==> config.mk <==
export PLATFORM = sky130hd
export DESIGN_NAME = monitor_step_controller_flat
export DESIGN_NICKNAME = d
export VERILOG_FILES = /design/src/rtl/monitor_step_controller_if.sv /design/src/rtl/monitor_step_controller.sv /design/src/flat_wrapper.sv
export SDC_FILE = /design/constraint.sdc
export NUM_CORES = 1
export LEC_CHECK = 0
export BUFFER_PORTS_ARGS = -buffer_cell sky130_fd_sc_hd__buf_4
export CAP_MARGIN = 20
export CORE_ASPECT_RATIO = 1.75
export CORE_UTILIZATION = 44
export CTS_CLUSTER_SIZE = 25
export DETAILED_ROUTE_END_ITERATION = 7
export GPL_TIMING_DRIVEN = 1
export HOLD_SLACK_MARGIN = 0.06
export PLACE_DENSITY = 0.83
export SLEW_MARGIN = 15
export SYNTH_ARGS = -nofsm -noshare
export SYNTH_HDL_FRONTEND = slang
export SYNTH_SLANG_ARGS = --single-unit
==> constraint.sdc <==
create_clock -name CLK_IN -period 2.4 [get_ports CLK_IN]
set_clock_uncertainty 0.2 [all_clocks]
set_input_delay 0.36 -clock CLK_IN [delete_from_list [all_inputs] [get_ports CLK_IN]]
set_output_delay 0.36 -clock CLK_IN [all_outputs]
set_load 0.005 [all_outputs]
==> src/rtl/monitor_step_controller_if.sv <==
// CPU-side bus bundle for monitor_step_controller: 68000 strobes, address,
// data, the decoder's ready and the DTACK returned to the CPU.
// The master modport is the CPU/decoder side; the slave modport is the
// step controller, which owns DTACK.
interface monitor_step_controller_if;
  logic        AS_IN;
  logic        RW_IN;
  logic        UDS_IN;
  logic        LDS_IN;
  logic [23:0] ADDR_IN;
  logic [15:0] DATA_IN;
  logic        DTACK_REQ_IN;
  logic        DTACK;

  modport master (
    output AS_IN, RW_IN, UDS_IN, LDS_IN, ADDR_IN, DATA_IN, DTACK_REQ_IN,
    input  DTACK
  );

  modport slave (
    input  AS_IN, RW_IN, UDS_IN, LDS_IN, ADDR_IN, DATA_IN, DTACK_REQ_IN,
    output DTACK
  );
endinterface

==> src/rtl/monitor_step_controller.sv <==
// monitor_step_controller: bus-cycle sequencer between the 68000, the memory
// decoder and the SPI debug monitor. It owns DTACK, can hold any bus cycle
// (single-step or address breakpoint) and freezes an address/data/status
// snapshot at the point the cycle is acknowledged by the decoder.
// Build option: define MONITOR_BREAK_EN to include the breakpoint comparator
// and the sticky BREAK_HIT flag; without it halting comes only from CTRL_IN[0].
module monitor_step_controller (
  input  logic                             CLK_IN,
  input  logic                             RESET_IN,
  monitor_step_controller_if.slave         cpu_bus,
  input  logic [7:0]                       CTRL_IN,
  input  logic [23:0]                      BREAK_ADDR_IN,
  output logic [23:0]                      SNAP_ADDR,
  output logic [15:0]                      SNAP_DATA,
  output logic [7:0]                       STATUS
);

  typedef enum logic [1:0] {
    IDLE,
    WAIT_ACK,
    HOLD,
    RELEASE
  } state_t;

  state_t      state;
  state_t      next_state;

  logic [2:0]  ctrl_meta;
  logic [2:0]  ctrl_s;
  logic        step_prev;
  logic        halt_prev;
  logic        step_event;
  logic        halt_fall;
  logic        capture;
  logic        break_match;
  logic        break_hit;
  logic        dtack_q;
  logic        halted_q;
  logic        snap_rw;
  logic        snap_uds;
  logic        snap_lds;
  logic        unused_inputs;

  // Bring the monitor command bits into the CPU clock domain and keep the
  // previous STEP/HALT levels for edge detection.
  always_ff @(posedge CLK_IN) begin
    if (RESET_IN) begin
      ctrl_meta <= 3'b000;
      ctrl_s    <= 3'b000;
      step_prev <= 1'b0;
      halt_prev <= 1'b0;
    end else begin
      ctrl_meta <= CTRL_IN[2:0];
      ctrl_s    <= ctrl_meta;
      step_prev <= ctrl_s[1];
      halt_prev <= ctrl_s[0];
    end
  end

  // A STEP event fires once per toggle; it is only acted upon in HOLD, so a
  // toggle seen in any other state is simply lost.
  assign step_event = ctrl_s[1] ^ step_prev;
  assign halt_fall  = halt_prev & ~ctrl_s[0];
  assign capture    = (state == WAIT_ACK) & ~cpu_bus.AS_IN & ~cpu_bus.DTACK_REQ_IN;

`ifdef MONITOR_BREAK_EN
  assign break_match   = ctrl_s[2] & (cpu_bus.ADDR_IN[23:1] == BREAK_ADDR_IN[23:1]);
  assign unused_inputs = ^{CTRL_IN[7:3], BREAK_ADDR_IN[0]};
`else
  assign break_match   = 1'b0;
  assign unused_inputs = ^{CTRL_IN[7:3], BREAK_ADDR_IN, ctrl_s[2]};
`endif

  // State register for the bus-cycle sequencer.
  always_ff @(posedge CLK_IN) begin
    if (RESET_IN) begin
      state <= IDLE;
    end else begin
      state <= next_state;
    end
  end

  // Next-state logic; an address-strobe release always wins over a step.
  always_comb begin
    next_state = state;
    case (state)
      IDLE: begin
        if (!cpu_bus.AS_IN) begin
          next_state = WAIT_ACK;
        end
      end
      WAIT_ACK: begin
        if (cpu_bus.AS_IN) begin
          next_state = IDLE;
        end else if (!cpu_bus.DTACK_REQ_IN) begin
          if (ctrl_s[0] || break_match) begin
            next_state = HOLD;
          end else begin
            next_state = RELEASE;
          end
        end
      end
      HOLD: begin
        if (cpu_bus.AS_IN) begin
          next_state = IDLE;
        end else if (step_event || halt_fall) begin
          next_state = RELEASE;
        end
      end
      RELEASE: begin
        if (cpu_bus.AS_IN) begin
          next_state = IDLE;
        end
      end
      default: next_state = IDLE;
    endcase
  end

  // DTACK and HALTED are registered from the next state so they change on
  // the same edge as the state itself.
  always_ff @(posedge CLK_IN) begin
    if (RESET_IN) begin
      dtack_q  <= 1'b1;
      halted_q <= 1'b0;
    end else begin
      dtack_q  <= (next_state != RELEASE);
      halted_q <= (next_state == HOLD);
    end
  end

  // Snapshot is taken only on the cycle the decoder acknowledges; strobes are
  // stored as "asserted" flags (1 = strobe active) so STATUS reads naturally.
  always_ff @(posedge CLK_IN) begin
    if (RESET_IN) begin
      SNAP_ADDR <= 24'h000000;
      SNAP_DATA <= 16'h0000;
      snap_rw   <= 1'b0;
      snap_uds  <= 1'b0;
      snap_lds  <= 1'b0;
    end else if (capture) begin
      SNAP_ADDR <= cpu_bus.ADDR_IN;
      SNAP_DATA <= cpu_bus.DATA_IN;
      snap_rw   <= cpu_bus.RW_IN;
      snap_uds  <= ~cpu_bus.UDS_IN;
      snap_lds  <= ~cpu_bus.LDS_IN;
    end
  end

  // Sticky breakpoint flag: set on a matching capture, cleared when the held
  // cycle is released or when breakpoints are disabled.
  always_ff @(posedge CLK_IN) begin
    if (RESET_IN) begin
      break_hit <= 1'b0;
    end else if (!ctrl_s[2] || (state == HOLD && next_state == RELEASE)) begin
      break_hit <= 1'b0;
    end else if (capture && break_match) begin
      break_hit <= 1'b1;
    end
  end

  assign cpu_bus.DTACK = dtack_q;
  assign STATUS        = {3'b000, break_hit, snap_lds, snap_uds, snap_rw, halted_q};

endmodule

==> src/flat_wrapper.sv <==
// flat-port wrapper written by rule: the top's interface ports become plain ports
module monitor_step_controller_flat 
  (CLK_IN, RESET_IN, CTRL_IN, BREAK_ADDR_IN, SNAP_ADDR, SNAP_DATA, STATUS, cpu_bus_AS_IN, cpu_bus_RW_IN, cpu_bus_UDS_IN, cpu_bus_LDS_IN, cpu_bus_ADDR_IN, cpu_bus_DATA_IN, cpu_bus_DTACK_REQ_IN, cpu_bus_DTACK);
  monitor_step_controller_if cpu_bus_i ();
  input  logic CLK_IN;
  input  logic RESET_IN;
  input  logic [7:0] CTRL_IN;
  input  logic [23:0] BREAK_ADDR_IN;
  output logic [23:0] SNAP_ADDR;
  output logic [15:0] SNAP_DATA;
  output logic [7:0] STATUS;
  input wire logic [$bits(cpu_bus_i.AS_IN)-1:0] cpu_bus_AS_IN;
  input wire logic [$bits(cpu_bus_i.RW_IN)-1:0] cpu_bus_RW_IN;
  input wire logic [$bits(cpu_bus_i.UDS_IN)-1:0] cpu_bus_UDS_IN;
  input wire logic [$bits(cpu_bus_i.LDS_IN)-1:0] cpu_bus_LDS_IN;
  input wire logic [$bits(cpu_bus_i.ADDR_IN)-1:0] cpu_bus_ADDR_IN;
  input wire logic [$bits(cpu_bus_i.DATA_IN)-1:0] cpu_bus_DATA_IN;
  input wire logic [$bits(cpu_bus_i.DTACK_REQ_IN)-1:0] cpu_bus_DTACK_REQ_IN;
  output wire logic [$bits(cpu_bus_i.DTACK)-1:0] cpu_bus_DTACK;
  assign cpu_bus_i.AS_IN = cpu_bus_AS_IN;
  assign cpu_bus_i.RW_IN = cpu_bus_RW_IN;
  assign cpu_bus_i.UDS_IN = cpu_bus_UDS_IN;
  assign cpu_bus_i.LDS_IN = cpu_bus_LDS_IN;
  assign cpu_bus_i.ADDR_IN = cpu_bus_ADDR_IN;
  assign cpu_bus_i.DATA_IN = cpu_bus_DATA_IN;
  assign cpu_bus_i.DTACK_REQ_IN = cpu_bus_DTACK_REQ_IN;
  assign cpu_bus_DTACK = cpu_bus_i.DTACK;
  monitor_step_controller u_core (.CLK_IN(CLK_IN), .RESET_IN(RESET_IN), .cpu_bus(cpu_bus_i), .CTRL_IN(CTRL_IN), .BREAK_ADDR_IN(BREAK_ADDR_IN), .SNAP_ADDR(SNAP_ADDR), .SNAP_DATA(SNAP_DATA), .STATUS(STATUS));
endmodule
# --- Yosys cells after proc, flatten, opt, wreduce, memory -nomap -nowiden ---
# Index checks and enable logic that the tools add are counted.
# W data, S select, Z words.
word_totals:
  output_inout_bits: 49
  register_bits: 53
  word_cells: 36
classes:
  n_mux: 8
  bitwise: 9
  reduce_logical: 2
  eq_ne: 5
op_table:
  columns: ["operator", "count"]
  rows:
  - ["$mux W2", 6]
  - ["$pmux W2 S4", 1]
  - ["$eq A2 B2 Y1 const B", 3]
  - ["$not A1 Y1", 5]
  - ["$and A1 B1 Y1", 3]
  - ["$eq A2 B1 Y1 const B", 1]
  - ["$logic_not A2 Y1", 1]
  - ["$ne A2 B2 Y1 const B", 1]
  - ["$logic_or A1 B1 Y1", 1]
  - ["$mux W1", 1]
  - ["$xor A1 B1 Y1", 1]

# --- Logic depth before layout (Yosys ltp) ---
logic_depth:
  word_depth: 7
  depth_mapped: 5
  depth_no_buf: 3

# --- Worst setup path after synthesis ---
# OpenSTA, ideal clock, no wires.
synth_path:
  path_type: "register -> register"
  from: "register u_core.state[1]"
  to: "register u_core.SNAP_ADDR[0]"
  arrival_ns: 1.249
  stages_incl_launch_ff: 6
  path_buffers: 2
  slack_ns: 0.819
  period_less_slack_ns: 1.581
  setup_ns: 0.132
  path_cell_list: "dfxtp_1 > or4b_1 > buf_6 > buf_6 > nand2_1 > a21oi_1"
synth_between:
  elab_chain_cells: 3
synth_rtl:
  columns: ["item", "line", "source"]
  rows:
  - ["start: declaration", "monitor_step_controller.sv:25", "state_t state;"]
  - ["start signal: assignment", "monitor_step_controller.sv:79", "state <= next_state;"]
  - ["$eq A2 B1 Y1", "monitor_step_controller.sv:64", "assign capture = (state == WAIT_ACK) & ~cpu_bus.AS_IN & ~cpu_bus.DTACK_REQ_IN;"]
  - ["$and A1 B1 Y1 (2 in series)", "monitor_step_controller.sv:64", null]
  - ["end signal: assignment", "monitor_step_controller.sv:141", "SNAP_ADDR <= cpu_bus.ADDR_IN;"]
  - ["end: declaration", "monitor_step_controller.sv:13", "output logic [23:0] SNAP_ADDR,"]
# Every way passes these cells.
# A chain may end at the register's enable or synchronous reset.

# --- Worst setup path in the final report ---
layout_path:
  from: "register u_core.state[1]"
  to: "register u_core.SNAP_ADDR[11]"
# The elaborated chain is that of the path after synthesis.

==> summary.md <==
| Metric | Value |
|---|---|
| Status | `finished clean` |
| RSZ-0062 raised after global routing | `false` |
| Worst skew pair latency | `~0.29 ns` |
| Slew Viols, Final | `0` |
| Most common cell after layout, fill and taps aside | `buf_4` |
| P&R area growth vs syn | `37.3%` |
| Routed WL | `just over 4000 um` |
| Highest-count cells in the layout ignoring fill and taps | `buf_4 (97), nand2_1 (82), dfxtp_1 (53)` |
| Routed len/inst | `between 10 and 15 um` |
| Final setup TNS | `0 ns` |
| Vias/cell | `4.73` |
| Leading cell types by total area after synthesis | `dfxtp_1 (55%), nand2_1 (16%), a21oi_1 (11%)` |
| Grt total ovfl | `0` |
| LEAKAGE | `~1.1 nW` |
| TritonRoute pass-1 iters | `4` |
| Power density over cell area | `579 nW/um^2` |
| Die Wd | `roughly 52 um` |
| Initial antenna violation count | `0` |
| NumNets Final | `390` |
| Slowest cell delay on critical path | `around 0.56 ns` |
| Worst Hold Class | `primary input to flop` |
| Core Area | `4190 sq um` |
| Final Setup Violations | `0` |
| Final Hold Viols | `0` |
| Clock buffer depth | `2` |
| Crit start category | `flop` |
| VDD IR max | `0.000440 V` |
| Slew headroom | `around 65%` |
| Crit-path slowest cell | `or4b_1` |
| Clock transition at path regs | `~0.08 ns` |
| 1st-iter DRT viols | `36` |
| Die height | `between 80 and 90 um` |
| Slew @ Worst Pin | `around 0.53 ns` |
| Reg2Reg Setup Slack | `0.74 ns` |
| Largest delay share family, worst path | `simple AND/OR/NAND/NOR gates` |
| Final Cycle Share | `~69%` |
| Avg Cell Area, Syn | `~8.6 sq um` |
| Worst slack, placed | `between 0.6 and 0.7 ns` |
| CTS root buf | `clkbuf_8` |
| Crit-path cells | `or4b_1, buf_4, nand2_1, a21oi_1` |
| Critical path class | `flop to flop` |
| Seq/Total Area, Yosys | `approximately 55%` |
| First-pass GRT wire length | `roughly 6400 um` |
| CTS tree | `done` |
| Ports | `128` |
| Total GRT Usage | `roughly 18%` |
| Post-Synthesis Cells | `225` |
| Total number of vias | `1701` |
| # port buffers | `between 90 and 100` |
| Detail Route Antenna Nets | `0` |
| GPL Wtd Cong | `0.735` |
| Post-DP HPWL | `between 2000 and 3000 um` |
| Flops & latches, synth | `53` |
| Fmax | `601 MHz` |
| Crit-path max FO | `22` |
| Post-route minimum period | `1.66 ns` |
| Crit end category | `flop` |
| Post CTS Setup Buffer Count | `0` |
| Share of cells above drive strength 1 | `33.8%` |
| Worst EP arrival | `roughly 1.6 ns` |
| Mapped Area | `1940 sq um` |
| Clock sink count | `53` |
| Pin count of the biggest net entering global routing | `53` |
| Buf/Inv on CP | `1` |
| Filler instances | `399` |
| CTS HTree Levels | `2` |
| Final setup margin | `0.736 ns` |
| Share of Yosys cell area claimed by the top area cell type | `54.7%` |
| Vias in the first global route | `1542` |
| Row count | `31` |
| Syn. warnings | `0` |
| DRC viols | `0` |
| Max cap viols | `0` |
| Synth unique cells | `20` |
| Initial Utilization | `between 40% and 50%` |
| Largest area contributor in the netlist | `dfxtp_1` |
| Critical Path RT | `roughly 2.4 ns` |
| Cts bufs inserted | `5` |
| Ant diodes | `0` |
| Die ar. | `4680 sq um` |
sequential cells by signal, summed over array words and instances, names as in the netlist:
signal	flops
u_core.SNAP_ADDR	24
u_core.SNAP_DATA	16
u_core.ctrl_meta	2
u_core.ctrl_s	2
u_core.state	2
u_core.cpu_bus.DTACK	1
u_core.halt_prev	1
u_core.halted_q	1
u_core.snap_lds	1
u_core.snap_rw	1
u_core.snap_uds	1
u_core.step_prev	1
kinds of logic after synthesis:
| group | Yosys count | share of synthesized area (%) |
|---|---|---|
| AO/OA/AOI/OAI | 48 | 13.4 |
| XOR/XNOR | 1 | 0.452 |
| buffers and inverters | 26 | 10.1 |
| flip-flops | 53 | 54.7 |
| other | 1 | 0.193 |
| AND/OR/NAND/NOR | 96 | 21.1 |
path summary, 6_finish.rpt:
path         cells past startpoint              endpoint                start
max                              4  u_core.SNAP_ADDR[11]      u_core.state[1]
min                              2   u_core.ctrl_meta[1]           CTRL_IN[1]
max reg2reg                      4  u_core.SNAP_ADDR[11]      u_core.state[1]
min reg2reg                      1      u_core.ctrl_s[0]  u_core.ctrl_meta[0]
metal layers:
layer / track usage [%] / wire length [um] / vias to the layer above
met5: 0 / 0 / -
met4: 7.24 / 42 / 0
met3: 4.23 / 252 / 4
met2: 35.1 / 2260 / 64
met1: 16.2 / 1570 / 755
li1: - / - / 878
worst register-to-register path, delay by kind of cell (launching register included):
| family | cells | cell delay (ns) |
|---|---|---|
| and+or+nand+nor | 2 | 0.65 |
| AOI/OAI and AO/OA | 1 | 0.06 |
| buffers and inverters | 1 | 0.23 |
| DFF | 1 | 0.38 |
power by group:
part / leakage (nW) / switching, mW / total, mW / internal, mW
sequential: 0.430 / 0.0111 / 0.911 / 0.900
combinational: 0.652 / 0.0602 / 0.149 / 0.0885
clock: 0.0443 / 0.253 / 0.482 / 0.229
total: 1.13 / 0.324 / 1.54 / 1.22
stage by stage:
stage / hold WS, ns / utilization [%] / instances / area [sq um] / total power, mW
3_5_place_dp: 0.231 / 61.0 / 351 / 2550 / 1.08
2_1_floorplan: 0.214 / - / 228 / 1950 / 0.996
5_1_grt: 0.0656 / 63.5 / 360 / 2660 / 1.62
3_3_place_gp: 0.216 / 61.0 / 351 / 2550 / 1.08
4_1_cts: 0.0649 / 63.5 / 360 / 2660 / 1.57
6_report: 0.0742 / 63.5 / 360 / 2660 / 1.54
layout make-up:
class                           instances  area (sq um)  area share (%)
Clock buffer                            7          86.3            3.24
Inverter                                3          11.3           0.423
Multi-Input combinational cell        149           693            26.0
Sequential cell                        53          1060            39.9
Timing Repair Buffer                   99           748            28.1
Tap cell                               49          61.3            2.30
cell usage after synthesis (all sizes together):
library cell / n
nor2: 3
nor2b: 6
o2111ai: 1
clkbuf: 6
nor3: 2
o211ai: 1
a21oi: 42
buf: 17
nand2: 82
or4b: 1
a211oi: 2
xnor2: 1
a2111oi: 1
dfxtp: 53
o311a: 1
nand2b: 1
nor4b: 1
inv: 3
conb: 1
timing repair:
item                                   in CTS  in global routing
hold buffers                                2                  0
resized for setup                           0                  0
endpoints found under the hold margin       2                  0
(Power assumes the default switching activity.)
